File: src/rtl/reg_list_sequencer.sv
// reg_list_sequencer: emits one register address and byte offset per beat for PUSH/POP/LDM/STM,
// followed by a single base-writeback beat; busy_o stalls decode until the sequence ends.
module reg_list_sequencer #(
    parameter int ADDR_WIDTH = 4,
    parameter int LIST_WIDTH = 9,
    parameter int OFF_WIDTH  = 8,
    parameter int SP_REG_NUM = 13,
    parameter int LR_REG_NUM = 14,
    parameter int PC_REG_NUM = 15
) (
    input  logic                  clk_i,
    input  logic                  rst_n_i,
    input  logic                  start_i,
    input  logic [1:0]            mode_i,
    input  logic [ADDR_WIDTH-1:0] base_reg_i,
    input  logic [LIST_WIDTH-1:0] reg_list_i,
    input  logic                  stall_i,
    output logic                  busy_o,
    output logic                  valid_o,
    output logic [ADDR_WIDTH-1:0] reg_addr_o,
    output logic                  is_load_o,
    output logic [ADDR_WIDTH-1:0] base_addr_o,
    output logic [OFF_WIDTH-1:0]  mem_offset_o,
    output logic                  last_o,
    output logic                  wb_en_o,
    output logic [OFF_WIDTH-1:0]  wb_offset_o
);
    localparam int KW = $clog2(LIST_WIDTH + 1);
    typedef enum logic [1:0] {IDLE, XFER, WB, DONE} state_t;
    state_t                r_state, w_state;
    logic [1:0]            r_mode, w_mode;
    logic [ADDR_WIDTH-1:0] r_base, w_base, w_low, w_addr;
    logic [LIST_WIDTH-1:0] r_list, w_list, w_eff;
    logic [KW-1:0]         r_k, w_k, r_n, w_n, w_pop;
    logic                  r_nowb, w_nowb, w_base_hit, w_cap, w_fire, w_single;
    logic [OFF_WIDTH-1:0]  w_4k, w_4n, w_mem_off, w_wb_off;
    logic                  r_busy, r_valid, r_is_load, r_last, r_wb_en;
    logic [ADDR_WIDTH-1:0] r_reg_addr, r_base_addr;
    logic [OFF_WIDTH-1:0]  r_mem_off, r_wb_off;
    // PUSH/POP keep the top bit (LR/PC); STM/LDM drop it
    always_comb begin
        w_eff = mode_i[1] ? reg_list_i : {1'b0, reg_list_i[LIST_WIDTH-2:0]};
        w_pop = '0;
        w_base_hit = 1'b0;
        for (int i = 0; i < LIST_WIDTH; i++) begin
            w_pop = w_pop + KW'(w_eff[i]);
            if (i < LIST_WIDTH - 1 && w_eff[i] && base_reg_i == ADDR_WIDTH'(i)) w_base_hit = 1'b1;
        end
    end
    always_comb begin
        w_fire  = r_valid && !stall_i;
        w_cap   = r_state == IDLE && start_i;
        w_mode  = w_cap ? mode_i : r_mode;
        w_base  = w_cap ? (mode_i[1] ? ADDR_WIDTH'(SP_REG_NUM) : base_reg_i) : r_base;
        w_n     = w_cap ? w_pop : r_n;
        w_nowb  = w_cap ? (mode_i == 2'b01 && w_base_hit) : r_nowb;
        w_list  = w_cap ? w_eff : (w_fire ? r_list & (r_list - LIST_WIDTH'(1)) : r_list);
        w_k     = w_cap ? '0 : (w_fire ? r_k + KW'(1) : r_k);
        w_state = r_state;
        case (r_state)
            IDLE:    w_state = start_i ? (w_eff == '0 ? DONE : XFER) : IDLE;
            XFER:    w_state = (w_fire && r_last) ? WB : XFER;
            WB:      w_state = stall_i ? WB : IDLE;
            default: w_state = IDLE;
        endcase
        w_low = '0;
        for (int i = LIST_WIDTH - 1; i >= 0; i--) if (w_list[i]) w_low = ADDR_WIDTH'(i);
        w_addr    = w_low == ADDR_WIDTH'(LIST_WIDTH - 1) ?
                    (w_mode[0] ? ADDR_WIDTH'(PC_REG_NUM) : ADDR_WIDTH'(LR_REG_NUM)) : w_low;
        w_single  = w_list != '0 && (w_list & (w_list - LIST_WIDTH'(1))) == '0;
        w_4k      = OFF_WIDTH'(w_k) << 2;
        w_4n      = OFF_WIDTH'(w_n) << 2;
        w_mem_off = w_4k - (w_mode == 2'b10 ? w_4n : '0);
        w_wb_off  = w_mode == 2'b10 ? -w_4n : w_4n;
    end
    // outputs are registered from next-state values so a stalled beat stays bit-stable
    always_ff @(posedge clk_i or negedge rst_n_i) begin
        if (!rst_n_i) begin
            r_state     <= IDLE;
            r_mode      <= '0;
            r_base      <= '0;
            r_list      <= '0;
            r_k         <= '0;
            r_n         <= '0;
            r_nowb      <= 1'b0;
            r_busy      <= 1'b0;
            r_valid     <= 1'b0;
            r_reg_addr  <= '0;
            r_is_load   <= 1'b0;
            r_base_addr <= '0;
            r_mem_off   <= '0;
            r_last      <= 1'b0;
            r_wb_en     <= 1'b0;
            r_wb_off    <= '0;
        end else begin
            r_state     <= w_state;
            r_mode      <= w_mode;
            r_base      <= w_base;
            r_list      <= w_list;
            r_k         <= w_k;
            r_n         <= w_n;
            r_nowb      <= w_nowb;
            r_busy      <= w_state != IDLE;
            r_valid     <= w_state == XFER;
            r_reg_addr  <= w_state == XFER ? w_addr : '0;
            r_is_load   <= w_state == XFER && w_mode[0];
            r_base_addr <= (w_state == XFER || w_state == WB) ? w_base : '0;
            r_mem_off   <= w_state == XFER ? w_mem_off : '0;
            r_last      <= w_state == XFER && w_single;
            r_wb_en     <= w_state == WB && !w_nowb;
            r_wb_off    <= w_state == WB ? w_wb_off : '0;
        end
    end
    assign busy_o       = r_busy;
    assign valid_o      = r_valid;
    assign reg_addr_o   = r_reg_addr;
    assign is_load_o    = r_is_load;
    assign base_addr_o  = r_base_addr;
    assign mem_offset_o = r_mem_off;
    assign last_o       = r_last;
    assign wb_en_o      = r_wb_en;
    assign wb_offset_o  = r_wb_off;
endmodule
File: config.mk
export PLATFORM = sky130hd
export DESIGN_NAME = reg_list_sequencer
export DESIGN_NICKNAME = d
export VERILOG_FILES = /design/src/rtl/reg_list_sequencer.sv
export SDC_FILE = /design/constraint.sdc
export NUM_CORES = 1
export LEC_CHECK = 0
export BUFFER_PORTS_ARGS = -buffer_cell sky130_fd_sc_hd__buf_2
export CORE_MARGIN = 8
export CORE_UTILIZATION = 60
export CTS_CLUSTER_DIAMETER = 120
export CTS_CLUSTER_SIZE = 28
export DETAILED_ROUTE_END_ITERATION = 7
export PLACE_DENSITY = 0.95
export SYNTH_ARGS = -nofsm -noshare
export SYNTH_HDL_FRONTEND = slang
export SYNTH_SLANG_ARGS = --single-unit
File: constraint.sdc
create_clock -name clk_i -period 5.25 [get_ports clk_i]
set_input_delay 0.7875 -clock clk_i [delete_from_list [all_inputs] [get_ports clk_i]]
set_output_delay 0.7875 -clock clk_i [all_outputs]
set_load 0.005 [all_outputs]
After elaboration in Yosys (flattened, before gate mapping):

Index checks and enable logic that the tools add are counted.

* register bits after elaboration: 55
* word-level logic and storage cells: 110
* bits of input ports: 19
* output and inout port bits: 29

* bitwise operators: 2
* reduce and logical (&&, ||, !) cells: 25
* add/sub/neg operators: 13
* mux-type cells: 40
* eq/ne operators: 14

Operators with widths (count)
* 4-bit 2-to-1 mux: 17
* 9-bit 2-to-1 mux: 3
* 8-bit 2-to-1 mux: 3
* 4-bit by 1-bit adder with 4-bit output: 5
* 9-bit AND: 2
* 9-bit logical NOT: 2
* 9-bit by 1-bit subtractor with 9-bit output, second input constant: 2
* 4-bit by 3-bit equality test with 1-bit output, second input constant: 4
* 1-bit logical AND: 16
* 1-bit 2-to-1 mux: 10
* 2-bit 2-to-1 mux: 5
* 9-bit nonzero test: 1
* 4-bit by 2-bit equality test with 1-bit output, second input constant: 2
* 6-bit negation with 8-bit output: 1
* 6-bit by 6-bit subtractor with 7-bit output: 1
* 2-bit by 1-bit equality test with 1-bit output, second input constant: 3
* 2-bit equality test, second input constant: 3
* 6-bit 2-to-1 mux: 1
* 2-bit one-hot mux with 3 select lines: 1
* 3-bit by 1-bit adder with 4-bit output: 1
* 4-bit by 1-bit adder with 4-bit output, second input constant: 1
* 4-bit by 1-bit equality test with 1-bit output, second input constant: 1
* 4-bit equality test, second input constant: 1
* 4-bit logical NOT: 1
* 6 further kinds: 7

Logic depth before layout (Yosys ltp):

Gate-level depths: netlist of run 1.

* depth in word-level cells: 16
* depth in mapped cells: 15
* gate-level depth less buffers: 15

Least setup slack after synthesis of run 1:

No wires, ideal clock.

* kind: input to register
* start point: input reg_list_i[0]
* end point: register r_mem_off[6], in the netlist mem_offset_o[6]
* path buffers: 0
* stages on the path: 15
* arrival time: 4271 ps
* library setup time: 125 ps
* path slack: 854 ps
* path through: inv_1 > fa_1 > fa_1 > fa_1 > fa_1 > inv_1 > fa_1 > mux2i_1 > inv_1 > nand2_1 > inv_1 > fa_1 > nor2b_1 > o21a_1 > nor3_1

* longest elaborated chain between the ends: 13

Ends and longest elaborated chain
* start: declaration: line 16 `input logic [LIST_WIDTH-1:0] reg_list_i,`
* 9-bit 2-to-1 mux: line 42 `w_eff = mode_i[1] ? reg_list_i : {1'b0, reg_list_i[LIST_WIDTH-2:0]};`
* 1-bit by 1-bit adder with 2-bit output: line 46 `w_pop = w_pop + KW'(w_eff[i]);`
* 2-bit by 1-bit adder with 3-bit output: line 46
* 3-bit by 1-bit adder with 4-bit output: line 46
* 4-bit by 1-bit adder with 4-bit output (5 in series): line 46
* 4-bit 2-to-1 mux: line 55 `w_n = w_cap ? w_pop : r_n;`
* via w_n[1]: line 34 `logic [KW-1:0] r_k, w_k, r_n, w_n, w_pop;`
* 6-bit 2-to-1 mux: line 73 `w_mem_off = w_4k - (w_mode == 2'b10 ? w_4n : '0);`
* 6-bit by 6-bit subtractor with 7-bit output: line 73
* 8-bit 2-to-1 mux: line 108 `r_mem_off <= w_state == XFER ? w_mem_off : '0;`
* end signal: assignment: line 108
* end: declaration: line 39 `logic [OFF_WIDTH-1:0] r_mem_off, r_wb_off;`

The timed path passes the listed nets, and every way through them passes these cells.

Worst setup path after layout of run 1:

* start point: input reg_list_i[0]
* end point: register r_mem_off[5], in the netlist mem_offset_o[5]

Same word-level chain as after synthesis.

==> flow_metrics.py, run 1 <==
metrics = {
    "logic_synthesis": {
        "synth_seq_cells": 50,
        "synthTopCellsByArea": "sky130_fd_sc_hd__dfrtp_1 45%, sky130_fd_sc_hd__ha_1 5.4%, sky130_fd_sc_hd__fa_1 4.3%",
        "synthesis.area_mm2": 0.002784,
        "synth_cells": 285,
        "synthesis.yosys.warnings": 0,
        "largest_area_contributor_in_the_synthesized_netlist": "sky130_fd_sc_hd__dfrtp_1",
        "synth_top_area_share_pct": 44.94,
        "asyncSetResetFlopFracSynth_pct": 100.0,
        "synth.distinct_cells": 51,
        "synth-edff-count": 0,
        "synth_flop_type": "sky130_fd_sc_hd__dfrtp_1",
        "synth_seq_area_share_pct": 44.94,
        "post_synth.cell_area_avg_um2": 9.768,
    },
    "cts": {
        "clk_root_buffer_cell": "sky130_fd_sc_hd__clkbuf_8",
        "cts.sinks": 50,
        "clk_pin_slew_ps": 90,
        "cts_max_path_buffers": 2,
        "clock_insertion_delay_worst_skew_ps": 310,
        "cts_post_setup_buffers_inserted": 0,
        "cts_buffers": 5,
        "cts-resized-gates": 0,
        "tritoncts": "yes",
        "cts_hold_buf": 0,
        "htree_num_levels": 2,
    },
    "placement": {
        "post-place-ws_ps": 437.0,
        "place.port_buffers": 43,
        "dp_hpwl_um": 4848,
        "gp_congestion": 0.9022,
    },
    "grt": {
        "grt_overflow": 0,
        "pin_count_of_the_biggest_net_entering_global_routing": 51,
        "grt_util_met1_pct": 22.99,
        "grt_pass1_vias": 2310,
        "grt_antenna_before_repair": 0,
        "wire_length_of_the_first_global_routing_pass_um": 11010,
        "busiest_layer": "met2",
        "grtUsageMet3_pct": 6.445,
        "globalRouteMet2Util_pct": 31.27,
        "grt_usage_pct": 18.92,
    },
    "finish": {
        "layout.cells.most_common_list": "50 x sky130_fd_sc_hd__dfrtp_1, 43 x sky130_fd_sc_hd__buf_2, 31 x sky130_fd_sc_hd__inv_1",
        "layout.core_utilization_pct": 71.49,
        "share_of_final_layout_standard_cells_stronger_than_drive_strength_1_pct": 20.80,
        "layout-area-overhead-vs-synth_pct": 13.35,
        "nFillCells": 332,
        "num-nets-final": 363,
        "layout.cells.most_common": "sky130_fd_sc_hd__dfrtp_1",
        "antenna_cells": 0,
        "regArea_mm2": 0.001251,
        "area_of_combinational_cells_with_multiple_inputs_mm2": 0.001359,
    },
    "critical_path": {
        "cp_cell_sequence": "buf_2 -> inv_1 -> fa_1 -> fa_1 -> fa_1 -> fa_1 -> inv_1 -> fa_1 -> mux2i_1 -> inv_1 -> nand2_1 -> ha_1 -> a21o_1 -> a21oi_1 -> xor2_1 -> nor2_1",
        "critPathLaunchType": "primary input",
        "path_class": "primary input to register",
        "cp_top_family": "adder cells",
        "critPathMaxStageDelay_ps": 540,
        "critical_path_required_ps": 5450,
        "reg2reg_depth": 10,
        "worstReg2RegStart": "r_state[0]",
        "worst_path_most_repeated_cell": "sky130_fd_sc_hd__fa_1",
        "critPathSlowestCell": "sky130_fd_sc_hd__fa_1",
        "crit_path_max_fo": 4,
        "critical_path.n_buffers_inverters": 4,
        "critical_path.endpoint_type": "register",
        "critical_path_arrival_ps": 4740,
        "reg2reg_setup_slack_ps": 2250,
        "reg_to_reg_end": "last_o",
    },
    "pwr": {
        "power.total_uw": 1830,
        "p_leak_uw": 0.001610,
        "max-vdd-ir-drop_uv": 340.6,
        "p_per_area_mw_per_mm2": 579.8,
    },
    "worst_hold_path": {
        "min_path_type": "register to register",
        "timing.hold.worst_endpoint": "r_base[0]",
        "timing.hold.worst.start": "r_base[0]",
        "hold-path-cell-count": 2,
    },
    "sta": {
        "final.setup.tns_ps": 0,
        "worst-slew-pin-transition_ps": 1091,
        "relSlewSlack_pct": 27.27,
        "final_cycle_share_pct": 86.58,
        "setup_violations": 0,
        "timing.clock.skew_ps": 5.977,
        "final.setup.worst_slack_ps": 704.7,
        "finalCriticalPeriod_ps": 4545,
        "final-max-slew-violation-count": 0,
        "fmax_mhz": 220.0,
        "rsz0062_at_grt": "no",
        "finalHoldViolations": 0,
    },
    "routing": {
        "first_iter_violations": 233,
        "route.final.wire_length_um": 6565,
        "pre_repair_dr_iteration_count": 4,
        "routedWlPerCell_um": 17.32,
        "drcViolationCount": 0,
        "drt.antenna.violating_nets": 0,
        "vias": 2198,
        "route.detailed.vias_per_inst": 5.799,
    },
    "die": {
        "io_pins": 48,
        "starting_density_of_the_core_pct": 63.07,
        "design.core.area_mm2": 0.004414,
        "dieArea_mm2": 0.007075,
        "die_height_um": 84.12,
        "rows": 24,
        "chipWidth_um": 84.12,
    },
    "outcome": {
        "outcome": "finished, final reports clean",
    },
    "run": {
        "drv_cap": 0,
    },
}
==> cell type report <==
| cell class | count | share of cell area [%] |
|---|---|---|
| inverter | 32 | 3.806 |
| sequential | 50 | 39.65 |
| clock buffer | 5 | 2.181 |
| timing repair buffer | 44 | 7.058 |
| multi-input combinational | 193 | 43.06 |
| clock inverter | 3 | 2.181 |
| tap | 52 | 2.062 |
==> cells by family after synthesis <==
family,Yosys count,synth area share [%]
adders and majority gates,19,10.07
other,1,0.1347
xor gates and xnor gates,8,2.517
buffers and inverters,45,6.831
AOI/OAI and AO/OA,52,13.08
and+or+nand+nor,100,17.93
muxes,10,4.494
DFF,50,44.94
==> worst max path at each step <==
stage                     slack [ps]           from  depth (start not counted)               to
final                            700  reg_list_i[0]                         16  mem_offset_o[5]
after global routing             560  reg_list_i[0]                         16  mem_offset_o[6]
after CTS                        730  reg_list_i[0]                         16  mem_offset_o[6]
after detailed placement         440  reg_list_i[0]                         16  mem_offset_o[5]
after global placement           590  reg_list_i[0]                         16  mem_offset_o[6]
after floorplan                  850  reg_list_i[0]                         15  mem_offset_o[6]
==> power breakdown <==
group | internal (uW) | switching [uW]
Combinational | 367 | 526
Sequential | 528 | 83.6
Clock | 191 | 134
==> layer usage <==
metal	up-vias	wire (um)
li1	1039	-
met1	1053	2641
met2	95	3211
met3	11	616
met4	0	95
met5	-	0
==> registers in the layout, summed over array words and instances (netlist names) <==
| name | cells |
|---|---|
| is_load_o | 1 |
| wb_en_o | 1 |
| base_addr_o | 4 |
| r_nowb | 1 |
| r_base | 4 |
| busy_o | 1 |
| last_o | 1 |
| r_n | 4 |
| r_list | 9 |
| reg_addr_o | 4 |
| mem_offset_o | 5 |
| r_state | 2 |
| wb_offset_o | 6 |
| r_k | 4 |
| r_mode | 2 |
| valid_o | 1 |
==> tightest hold or removal path, delay by kind of cell (launching register included) <==
kind / cells / cell delay (ps)
DFF: 1 / 340
and+or+nand+nor: 2 / 110
==> metrics by stage <==
stage | area, um2 | hold WS (ps) | instances
floorplan | 2795 | 427.3 | 288
CTS | 3156 | 474.2 | 379
finish | 3156 | 477.8 | 379
detailed placement | 3018 | 452.0 | 371
global route | 3156 | 495.0 | 379
global placement | 3018 | 440.4 | 371
==> Yosys cell counts, types with 2 or more instances <==
master                     instances
sky130_fd_sc_hd__o21a_1            4
sky130_fd_sc_hd__and2_1            5
sky130_fd_sc_hd__ha_1             12
sky130_fd_sc_hd__a21oi_1           9
sky130_fd_sc_hd__a21o_1            3
sky130_fd_sc_hd__and4_1            2
sky130_fd_sc_hd__dfrtp_1          50
sky130_fd_sc_hd__o21ai_0          13
sky130_fd_sc_hd__a22oi_1           3
sky130_fd_sc_hd__nand3_1           9
sky130_fd_sc_hd__clkbuf_1          6
sky130_fd_sc_hd__nor2b_1           3
sky130_fd_sc_hd__xnor2_1           3
sky130_fd_sc_hd__nor3_1            8
sky130_fd_sc_hd__nand2b_1          2
sky130_fd_sc_hd__nor4b_2           2
sky130_fd_sc_hd__nor2_1           30
sky130_fd_sc_hd__buf_2             2
sky130_fd_sc_hd__mux2i_1           8
sky130_fd_sc_hd__fa_1              6
sky130_fd_sc_hd__a221oi_1          2
sky130_fd_sc_hd__nand4_1           2
sky130_fd_sc_hd__inv_1            31
sky130_fd_sc_hd__nand2_1          28
sky130_fd_sc_hd__mux4_2            2
sky130_fd_sc_hd__a31oi_1           4
sky130_fd_sc_hd__a211oi_1          2
sky130_fd_sc_hd__or2_2             3
sky130_fd_sc_hd__buf_4             5
sky130_fd_sc_hd__xor2_1            5
Note: power is estimated with default switching activity, not from simulation.
==> run 2, diff against run 1 <==
Settings changed: CORE_UTILIZATION 60 to 56, PLACE_DENSITY 0.95 to 0.91.
Clock period 5.25 ns to 5.2 ns, I/O delays scaled along.
==> run 2 against run 1 <==
Against the previous run: routed wire length decreased by 2.8%; sequential cell count unchanged; global-route usage decreased by 0.83 points; critical path depth decreased by 1; largest power group unchanged; highest routed layer unchanged.
==> flow_metrics.py, run 2 (synthesis gave the netlist of run 1 again) <==
metrics = {
    "critical_path": {
        "worstReg2RegStart": "r_state[0]",
        "crit_path_max_fo": 4,
        "critical_path.endpoint_type": "register",
        "reg_to_reg_end": "mem_offset_o[4]",
        "path_class": "primary input to register",
        "reg2reg_setup_slack_ps": 2180,
        "critical_path_arrival_ps": 4720,
        "worst_setup_path_startpoint": "reg_list_i[0]",
        "worst_setup_path_endpoint": "mem_offset_o[4]",
        "critical_path_required_ps": 5410,
        "reg2reg_depth": 8,
        "critPathLaunchType": "primary input",
    },
    "sta": {
        "worst-slew-pin-transition_ps": 1077,
        "final_cycle_share_pct": 86.84,
        "setup_violations": 0,
        "finalHoldViolations": 0,
        "relSlewSlack_pct": 28.18,
        "rsz0062_at_grt": "no",
        "timing.clock.skew_ps": 8.357,
        "final.setup.tns_ps": 0,
        "final-max-slew-violation-count": 0,
        "fmax_mhz": 221.4,
        "finalCriticalPeriod_ps": 4516,
    },
    "routing": {
        "route.detailed.vias_per_inst": 5.547,
        "drcViolationCount": 0,
        "drt.antenna.violating_nets": 0,
        "routedWlPerCell_um": 16.23,
        "vias": 2180,
        "route.final.wire_length_um": 6379,
        "pre_repair_dr_iteration_count": 5,
        "first_iter_violations": 289,
    },
    "cts": {
        "cts-resized-gates": 0,
        "cts_max_path_buffers": 2,
        "cts_hold_buf": 0,
        "clk_root_buffer_cell": "sky130_fd_sc_hd__clkbuf_8",
        "cts.sinks": 50,
        "cts_post_setup_buffers_inserted": 0,
        "clk_pin_slew_ps": 90,
        "clock_insertion_delay_worst_skew_ps": 310,
        "cts_buffers": 5,
        "tritoncts": "yes",
        "htree_num_levels": 2,
    },
    "die": {
        "rows": 25,
        "io_pins": 48,
        "dieArea_mm2": 0.007483,
        "starting_density_of_the_core_pct": 58.55,
        "die_height_um": 86.51,
        "chipWidth_um": 86.51,
        "design.core.area_mm2": 0.004755,
    },
    "pwr": {
        "cell_internal_pwr_uw": 995.7,
        "power.switching_fraction_pct": 42.26,
        "p_per_area_mw_per_mm2": 552.8,
        "seq_power_share_pct": 35.8,
        "p_leak_uw": 0.001586,
        "max-vdd-ir-drop_uv": 227.6,
        "power_switching_uw": 728.7,
        "clkPwrFrac_pct": 12.7,
        "comb_power_share_pct": 51.5,
    },
    "placement": {
        "detailed_place.area_mm2": 0.003037,
        "place.port_buffers": 43,
        "gp_congestion": 0.8936,
        "dp_hpwl_um": 4903,
    },
    "finish": {
        "finish.instance_area_mm2": 0.003119,
        "share_of_final_layout_standard_cells_stronger_than_drive_strength_1_pct": 20.55,
        "num-nets-final": 363,
        "layout.core_utilization_pct": 65.61,
        "antenna_cells": 0,
        "largest_register_ff_count": 9,
        "layout.cells.most_common": "sky130_fd_sc_hd__dfrtp_1",
        "most_flop_heavy_register": "r_list",
        "layout-area-overhead-vs-synth_pct": 12.04,
        "layout.cells.most_common_list": "50 x sky130_fd_sc_hd__dfrtp_1, 43 x sky130_fd_sc_hd__buf_2, 31 x sky130_fd_sc_hd__inv_1",
    },
    "run": {
        "drv_cap": 0,
    },
    "grt": {
        "grt_antenna_before_repair": 0,
        "wire_length_of_the_first_global_routing_pass_um": 10680,
        "grt_pass1_vias": 2199,
        "pin_count_of_the_biggest_net_entering_global_routing": 51,
        "grt_usage_pct": 18.09,
        "grt_overflow": 0,
    },
    "outcome": {
        "outcome": "finished, final reports clean",
    },
    "worst_hold_path": {
        "min_path_type": "register to register",
    },
}
==> run 2: layout make-up <==
type                    instances  area, um2
fillers                       397       1635
clock inverters                 2      13.76
well taps                      67      83.83
multi-input cells             193       1359
repair buffers                 44      222.7
flip-flops and latches         50       1251
inverters                      32      120.1
clock buffers                   5      68.82
==> run 2: layer usage <==
layer | wire, um | GRT usage [%] | vias to the layer above
li1 | - | - | 1037
met3 | 521 | 5.293 | 8
met4 | 90 | 5.477 | 0
met5 | 0 | 0 | -
met2 | 3183 | 30.14 | 82
met1 | 2583 | 21.99 | 1053
==> run 2: through the flow <==
step | total power, uW | hold WS (ps) | setup WS (ps) | cells
after detailed placement | 1500 | 448.4 | 384.8 | 386
after global routing | 1869 | 502.6 | 564.8 | 393
after floorplan | 1247 | 427.3 | 811.9 | 288
after global placement | 1445 | 437.6 | 550.9 | 386
final | 1724 | 465.1 | 684.2 | 393
after CTS | 1725 | 467.1 | 716.1 | 393
==> run 2: critical path, cell delays in order <==
cell	delay, ps
sky130_fd_sc_hd__buf_2	100
sky130_fd_sc_hd__inv_1	80
sky130_fd_sc_hd__fa_1	500
sky130_fd_sc_hd__fa_1	530
sky130_fd_sc_hd__fa_1	430
sky130_fd_sc_hd__fa_1	370
sky130_fd_sc_hd__inv_1	100
sky130_fd_sc_hd__fa_1	440
sky130_fd_sc_hd__mux2i_1	320
sky130_fd_sc_hd__inv_1	100
sky130_fd_sc_hd__nand2_1	100
sky130_fd_sc_hd__inv_1	60
sky130_fd_sc_hd__fa_1	430
sky130_fd_sc_hd__nor2b_1	150
sky130_fd_sc_hd__nor3_1	240
==> run 2: worst min-delay path by stage <==
| stage | start | endpoint | slack [ps] | cells past startpoint |
|---|---|---|---|---|
| finish | r_base[2] | r_base[2] | 470 | 2 |
| global route | r_base[2] | r_base[2] | 500 | 2 |
| CTS | r_base[2] | r_base[2] | 470 | 2 |
| detailed placement | r_base[2] | r_base[2] | 450 | 2 |
| global placement | r_base[2] | r_base[2] | 440 | 2 |
| floorplan | r_base[0] | r_base[0] | 430 | 2 |
==> run 2: power groups by stage <==
stage	sequential, uW	clock (uW)	combinational [uW]
2_1_floorplan	609	0	638
3_3_place_gp	616	0	829
3_5_place_dp	623	0	877
4_1_cts	616	226	883
5_1_grt	633	237	999
6_report	617	219	888
